==> config.mk <==
export PLATFORM = sky130hd
export DESIGN_NAME = mesh_term_endpoint
export DESIGN_NICKNAME = d
export VERILOG_FILES = /design/src/rtl/mesh_ep_pkg.sv /design/src/rtl/mesh_ep_fifo.sv /design/src/rtl/mesh_term_endpoint.sv
export SDC_FILE = /design/constraint.sdc
export NUM_CORES = 1
export LEC_CHECK = 0
export ABC_AREA = 1
export CORE_UTILIZATION = 45
export DETAILED_ROUTE_END_ITERATION = 6
export GPL_TIMING_DRIVEN = 0
export PLACE_DENSITY_LB_ADDON = 0.12
export SKIP_CTS_REPAIR_TIMING = 1
export SYNTH_ARGS = -nofsm -noshare
export SYNTH_HDL_FRONTEND = slang
export SYNTH_SLANG_ARGS = --single-unit
==> constraint.sdc <==
create_clock -name clk -period 4.85 [get_ports clk]
set_clock_uncertainty 0.2 [all_clocks]
set_input_delay 0.7275 -clock clk [delete_from_list [all_inputs] [get_ports clk]]
set_output_delay 0.7275 -clock clk [all_outputs]
set_load 0.005 [all_outputs]
==> src/rtl/mesh_ep_pkg.sv <==
// mesh_ep_pkg: header field offsets, RX state encoding and address helpers for mesh_term_endpoint.
// Offsets index the 17-bit header slice taken from the top of each packet.
package mesh_ep_pkg;
  localparam int HDR_W    = 17;
  localparam int NXT_MSB  = 16;
  localparam int ROW_MSB  = 8;
  localparam int COL_MSB  = 4;
  localparam int MODE_BIT = 0;
  typedef enum logic [1:0] {IDLE, POP, HOLD} rx_state_e;
  function automatic logic [3:0] pkt_row(input logic [HDR_W-1:0] hdr);
    return hdr[ROW_MSB -: 4];
  endfunction
  function automatic logic [3:0] pkt_col(input logic [HDR_W-1:0] hdr);
    return hdr[COL_MSB -: 4];
  endfunction
endpackage

==> src/rtl/mesh_ep_fifo.sv <==
// mesh_ep_fifo: show-ahead FIFO; a push into a full FIFO is taken only alongside a pop.
module mesh_ep_fifo #(
  parameter int W     = 40,
  parameter int DEPTH = 4
) (
  input  logic         clk,
  input  logic         rst_n,
  input  logic         push_i,
  input  logic [W-1:0] data_i,
  input  logic         pop_i,
  output logic         full_o,
  output logic         empty_o,
  output logic [W-1:0] head_o
);
  localparam int AW = $clog2(DEPTH);
  logic [W-1:0] mem_q [DEPTH];
  logic [AW:0]  wr_q, rd_q;
  logic         do_push, do_pop;
  assign empty_o = wr_q == rd_q;
  assign full_o  = (wr_q[AW] != rd_q[AW]) && (wr_q[AW-1:0] == rd_q[AW-1:0]);
  assign do_pop  = pop_i && !empty_o;
  assign do_push = push_i && (!full_o || pop_i);
  assign head_o  = empty_o ? '0 : mem_q[rd_q[AW-1:0]];
  always_ff @(posedge clk or negedge rst_n)
    if (!rst_n) begin
      wr_q <= '0;
      rd_q <= '0;
    end else begin
      if (do_push) wr_q <= wr_q + (AW+1)'(1);
      if (do_pop)  rd_q <= rd_q + (AW+1)'(1);
    end
  always_ff @(posedge clk)
    if (do_push) mem_q[wr_q[AW-1:0]] <= data_i;
endmodule

==> src/rtl/mesh_term_endpoint.sv <==
// mesh_term_endpoint: mesh port device with a buffered TX path and a pop/hold RX path.
// MESH_EP_ADDR_CHECK_EN enables destination checking and misroute dropping on RX.
module mesh_term_endpoint
  import mesh_ep_pkg::*;
#(
  parameter int pckg_sz    = 40,
  parameter int fifo_depth = 4,
  parameter int ROW        = 1,
  parameter int COLUM      = 1
) (
  input  logic               clk,
  input  logic               reset,
  input  logic [pckg_sz-1:0] tx_data,
  input  logic               tx_push,
  output logic               tx_full,
  output logic [pckg_sz-1:0] data_out_i_in,
  output logic               pndng_i_in,
  input  logic               popin,
  input  logic [pckg_sz-1:0] data_out,
  input  logic               pndng,
  output logic               pop,
  output logic [pckg_sz-1:0] rx_data,
  output logic               rx_valid,
  input  logic               rx_ready,
  output logic               err_misroute,
  output logic [15:0]        tx_count,
  output logic [15:0]        rx_count
);
  logic               empty;
  logic               hit;
  rx_state_e          state_q;
  logic [pckg_sz-1:0] rx_data_q;
  logic               err_q;
  logic [15:0]        tx_cnt_q, rx_cnt_q;
  mesh_ep_fifo #(.W(pckg_sz), .DEPTH(fifo_depth)) u_fifo (
    .clk    (clk),
    .rst_n  (reset),
    .push_i (tx_push),
    .data_i (tx_data),
    .pop_i  (popin),
    .full_o (tx_full),
    .empty_o(empty),
    .head_o (data_out_i_in)
  );
`ifdef MESH_EP_ADDR_CHECK_EN
  logic [HDR_W-1:0] hdr;
  assign hdr = data_out[pckg_sz-1 -: HDR_W];
  assign hit = (pkt_row(hdr) == 4'(ROW)) && (pkt_col(hdr) == 4'(COLUM));
`else
  assign hit = 1'b1;
`endif
  assign pndng_i_in   = !empty;
  assign pop          = state_q == POP;
  assign rx_valid     = state_q == HOLD;
  assign rx_data      = rx_data_q;
  assign err_misroute = err_q;
  assign tx_count     = tx_cnt_q;
  assign rx_count     = rx_cnt_q;
  always_ff @(posedge clk or negedge reset)
    if (!reset) begin
      state_q   <= IDLE;
      rx_data_q <= '0;
      err_q     <= 1'b0;
      tx_cnt_q  <= '0;
      rx_cnt_q  <= '0;
    end else begin
      if (popin && !empty) tx_cnt_q <= tx_cnt_q + 16'd1;
      case (state_q)
        IDLE: if (pndng) state_q <= POP;
        POP: begin
          state_q <= hit ? HOLD : IDLE;
          if (hit) rx_data_q <= data_out;
          err_q <= err_q | ~hit;
        end
        HOLD: if (rx_ready) begin
          state_q  <= IDLE;
          rx_cnt_q <= rx_cnt_q + 16'd1;
        end
        default: state_q <= IDLE;
      endcase
    end
endmodule
==> impl_metrics.tcl, run 1 <==
set metrics [dict create \
    start_kind "flop" \
    rsz0062_at_grt "false" \
    area_delta_synth_final_pct 32.9 \
    layout_commonest_cell "nand2_1" \
    row_count 54 \
    routed_wl_mm 23.1 \
    arrival_ns 2.66 \
    cp.required_ns 3.92 \
    numClockSinks 240 \
    crit_top_cell "o21ai_0" \
    numCtsBuffers 25 \
    hp-class "reg2reg" \
    num-fill-cells 1808 \
    finalNonFillerCells 1500 \
    diodes 0 \
    grt_usage 0.203 \
    initial_core_util 0.459 \
    cts_max_level 1 \
    maxSlewHeadroom 0.504 \
    clk_latency_ns 0.51 \
    p_leak_nw 5.48 \
    place_inst 1456 \
    syn-num-nets 1063 \
    cts_root_buf "clkbuf_16" \
    drv_slew 0 \
    hold_viol 0 \
    cp-end-kind "primary output" \
    final_cell_mix "268 x nand2_1, 200 x clkdlybuf4s50_1, 160 x edfxtp_1, 151 x nor2_1, 106 x o21ai_0" \
    min_period_ns 3.58 \
    crit_type "reg2out" \
    gp_congestion 0.755 \
    total_power_mw 8.28 \
    r2r_cells 6 \
    fp.dieH_um 151 \
    cts_buffer_depth 3 \
    ant_nets 0 \
    critPathSlowestCell "clkdlybuf4s50_1" \
    ys_seq_elements 240 \
    crit_fanout 10 \
    drv_cap 0 \
    first_global_vias 6844 \
    power.density_mw_per_mm2 622 \
    via_count 7230 \
    worst_pin_slew_ns 0.742 \
    drt_drc_violations_left 0 \
    detail_route.first_pass.iterations 5 \
    nets 1297 \
    netlist_instances 970 \
    core_area_mm2 0.0218 \
    portBuffers 201 \
    peakVddDrop_mv 0.319 \
    outcome "completed" \
    antenna_found_initial 0 \
    cts_tree "done" \
    routedWlPerCell_um 15.4 \
    vias_per_cell 4.82 \
    ys_warn_count 0 \
    drive_gt1_frac 0.0590 \
    tns_ns 0 \
    path_clk_slew_ns 0.06 \
    grt_pass1_wl_mm 35.9 \
    finalSetupViolations 0 \
    grt_overflow_total 0 \
    syn_area_mm2 0.0100 \
    fmax_mhz 279 \
    path_cells "buf_2 -> clkbuf_1 -> o21ai_0 -> o21ai_0 -> nand2_1 -> inv_1 -> clkdlybuf4s50_1" \
    io_pins 203 \
    period_share 0.739 \
    die_w_um 151 \
    syn_avg_cell_area_um2 10.3 \
    seq_area_frac_synth 0.679 \
    ys_types 26 \
    hpwl_mm 15.2 \
    holdPathStages 1 \
    worst_path_largest_cell_delay_ns 0.50 \
    grt_start_max_net_pins 69 \
    die-area_mm2 0.0229 \
    drt_iter0_drc 351 \
]
state kept, by name, summed over array words and instances (netlist names):
name,count
u_fifo.mem_q,160
state_q,2
rx_count,16
tx_count,16
u_fifo.wr_q,3
u_fifo.rd_q,3
rx_data,40
per-layer routing:
metal  vias up  GRT usage  wire length, µm
li1       3633          -                -
met1      3374      0.271             9990
met2       192      0.333            11200
met3        31     0.0500             1640
met4         0     0.0465              323
met5         -          0                0
Yosys cell counts, drive strengths merged:
master | n | area (µm²)
nand3 | 18 | 100
nand2 | 269 | 1020
dfrtp | 80 | 2000
ha | 7 | 87.6
edfxtp | 160 | 4800
nor2 | 157 | 594
o21ai | 128 | 641
nand4 | 7 | 43.8
xnor2 | 17 | 164
clkbuf | 23 | 86.3
nor3 | 1 | 5.00
xor2 | 9 | 78.8
nand3b | 2 | 15.0
conb | 1 | 3.75
buf | 19 | 108
nor3b | 1 | 7.51
inv | 71 | 267
final cells by class:
type	count	area (µm²)	area share
buffer	42	194	0.0146
clock buffer	35	683	0.0513
clock inverter	8	96.3	0.00723
inverter	71	267	0.0200
multi-input combinational	617	2790	0.209
sequential	240	6810	0.511
tap	280	350	0.0263
timing repair buffer	207	2130	0.160
worst max-delay path, delay by kind of cell (launching register included):
kind                   cells  cell delay (ns)
AOI/OAI and AO/OA          2             0.43
and+or+nand+nor            1             0.12
buffers and inverters      4             1.24
DFF                        1             0.35
path summary, 6_finish.rpt:
kind | to | slack (ns) | startpoint
min in group asynchronous | u_fifo.rd_q[1]$_DFFE_PN0P_ | 0.41 | reset
max in group asynchronous | rx_data[29]$_DFFE_PN0P_ | 3.45 | reset
worst min-delay path | state_q[0]$_DFFE_PN0P_ | 0.23 | state_q[0]$_DFFE_PN0P_
worst max register to register | u_fifo.mem_q[1][1]$_DFFE_PP_ | 2.20 | u_fifo.rd_q[1]$_DFFE_PN0P_
worst max-delay path | data_out_i_in[17] | 1.27 | u_fifo.rd_q[0]$_DFFE_PN0P_
worst min register to register | state_q[0]$_DFFE_PN0P_ | 0.23 | state_q[0]$_DFFE_PN0P_
through the flow:
| stage | worst slack [ns] | area (µm²) | hold slack [ns] | util |
|---|---|---|---|---|
| after floorplan | 1.47 | 10000 | 0.209 | - |
| after CTS | 1.19 | 13300 | -0.152 | 0.610 |
| after global placement | -0.641 | 12400 | 0.222 | 0.568 |
| after global routing | 1.07 | 13300 | 0.250 | 0.610 |
| final | 1.27 | 13300 | 0.226 | 0.610 |
| after detailed placement | 1.59 | 12500 | 0.223 | 0.574 |
cell families (layout without fill, tap and decap cells):
family	Yosys count	in the layout	share of synthesized area
AOI/OAI and AO/OA	128	128	0.0639
DFF	240	240	0.679
other	1	1	0.000374
buffers and inverters	113	363	0.0459
adders and majority gates	7	7	0.00874
and+or+nand+nor	455	455	0.178
xor gates and xnor gates	26	26	0.0242
where the power goes:
group | switching (mW) | internal, mW | total, mW
sequential | 0.228 | 2.73 | 2.96
clock | 0.755 | 1.08 | 1.84
combinational | 1.83 | 1.66 | 3.49
total | 2.81 | 5.47 | 8.28
Power figures use the tool's default switching activity.
==> inputs of run 2 (changes only) <==
- clock period: 4.85 -> 3.3 ns (I/O delays scaled with it)
==> run 2 against run 1 <==
  * Count of clock-buffer cells in the layout is the same
  * Highest routed layer unchanged
  * Register-to-register slack lost 1.6 ns
  * First-iteration DRC count grew 19%
  * Sequential power increased by 47%
  * Global-route usage unchanged
  * Critical path depth rose by 1
  * Sequential cell count unchanged
  * Largest cell class unchanged
  * Final area is 0.31% higher
  * Critical path type unchanged
  * Hold slack got worse by 0.048 ns
  * Routed wire length about the same
==> impl_metrics.tcl, run 2 (synthesis results as in run 1) <==
set metrics [dict create \
    hpwl_mm 15.2 \
    gp_congestion 0.755 \
    drive_gt1_frac 0.0713 \
    path_clk_slew_ns 0.06 \
    area_delta_synth_final_pct 33.3 \
    use_met2 0.333 \
    die-area_mm2 0.0229 \
    grtUsageMet1 0.271 \
    min_period_ns 3.15 \
    drv_cap 0 \
    start_kind "flop" \
    grt_start_max_net_pins 69 \
    final_area_mm2 0.0134 \
    worst_pin_slew_ns 0.743 \
    first_global_vias 6844 \
    routed_wl_mm 23.1 \
    fin_util 0.612 \
    worst_r2r_startpoint "u_fifo.rd_q[1]$_DFFE_PN0P_" \
    clk_latency_ns 0.51 \
    hp-class "in2async" \
    drt_iter0_drc 416 \
    fmax_mhz 317 \
    combPwrFrac 0.424 \
    largest_reg_flops 160 \
    p_leak_nw 5.53 \
    grt_busiest_layer "met2" \
    power.density_mw_per_mm2 916 \
    power.switching_mw 4.15 \
    seqPwrFrac 0.355 \
    ant_nets 0 \
    period_share 0.956 \
    detail_route.first_pass.iterations 5 \
    antenna_found_initial 0 \
    diodes 0 \
    peakVddDrop_mv 0.470 \
    portBuffers 201 \
    row_count 54 \
    cts_tree "done" \
    outcome "completed" \
    finalSetupViolations 0 \
    cts_max_level 1 \
    met3_usage 0.0500 \
    rrSetupSlack_ns 0.63 \
    crit_type "reg2out" \
    power.internal_mw 8.09 \
    hold_viol 0 \
    placed_area_mm2 0.0125 \
    nets 1297 \
    total_power_mw 12.2 \
    cp-end-kind "primary output" \
    grt_pass1_wl_mm 35.9 \
    setup.worst_path.start "u_fifo.rd_q[0]$_DFFE_PN0P_" \
    switching_share 0.339 \
    initial_core_util 0.459 \
    layout_commonest_cell "nand2_1" \
    final_cell_mix "268 x nand2_1, 200 x clkdlybuf4s50_1, 160 x edfxtp_1, 151 x nor2_1, 106 x o21ai_0" \
    routedWlPerCell_um 15.4 \
    core_area_mm2 0.0218 \
    vias_per_cell 4.82 \
    grt_overflow_total 0 \
    drv_slew 0 \
    via_count 7230 \
    cp.required_ns 2.60 \
    numClockSinks 240 \
    grt_usage 0.203 \
    drt_drc_violations_left 0 \
    arrival_ns 2.46 \
    numCtsBuffers 25 \
    cts_root_buf "clkbuf_16" \
    fp.dieH_um 151 \
    maxSlewHeadroom 0.504 \
    pwr-share-clk 0.221 \
    cts_buffer_depth 3 \
    die_w_um 151 \
    rsz0062_at_grt "false" \
    io_pins 203 \
    crit_fanout 10 \
]
## run 2: layout make-up
type	instances	area, µm²
buffer	42	228
tap	280	350
clock buffer	35	683
fill	1809	8460
sequential	240	6810
clock inverter	8	96.3
multi-input combinational	617	2800
inverter	71	267
timing repair buffer	207	2130
## run 2: power by group through the flow
stage          clock [mW]  sequential, mW  combinational, mW
6_report             2.70            4.34               5.19
5_1_grt              2.88            4.42               5.81
4_1_cts              2.76            4.35               5.23
3_5_place_dp            0            4.39               5.20
3_3_place_gp            0            4.43               5.03
2_1_floorplan           0            4.39               2.38
## run 2: routing by layer
metal | share of wire | vias up | wire, µm
met2 | 0.49 | 198 | 11300
met3 | 0.076 | 33 | 1760
met1 | 0.42 | 3368 | 9770
met4 | 0.014 | 0 | 327
li1 | - | 3631 | -
met5 | 0 | - | 0
## run 2: worst max-delay path, cell delays in order, from the launching register on
cell and delay [ns]:
dfrtp_1 0.38, clkbuf_4 0.20, inv_2 0.16, buf_2 0.28, nor2_1 0.06, o21ai_0 0.20, nand2_1 0.07, inv_1 0.08
clkdlybuf4s50_1 0.50
## run 2: metrics by stage
stage	setup WS, ns	setup TNS, ns	cells	hold slack [ns]
after floorplan	-0.0195	-3.11	970	-0.000591
after global placement	-1.96	-409.64	1451	0.222
after detailed placement	0.270	0	1456	0.162
after CTS	-0.130	-0.477	1499	-0.384
after global routing	0.00284	0	1500	0.181
final	0.147	0	1500	0.178
## run 2: worst paths after layout
path / endpoint / cells past startpoint
worst max-delay path: data_out_i_in[2] / 8
worst min-delay path: u_fifo.rd_q[1]$_DFFE_PN0P_ / 2
worst max register to register: u_fifo.mem_q[1][1]$_DFFE_PP_ / 6
worst min register to register: state_q[0]$_DFFE_PN0P_ / 1
max in group asynchronous: rx_data[13]$_DFFE_PN0P_ / 3
min in group clk: state_q[0]$_DFFE_PN0P_ / 1
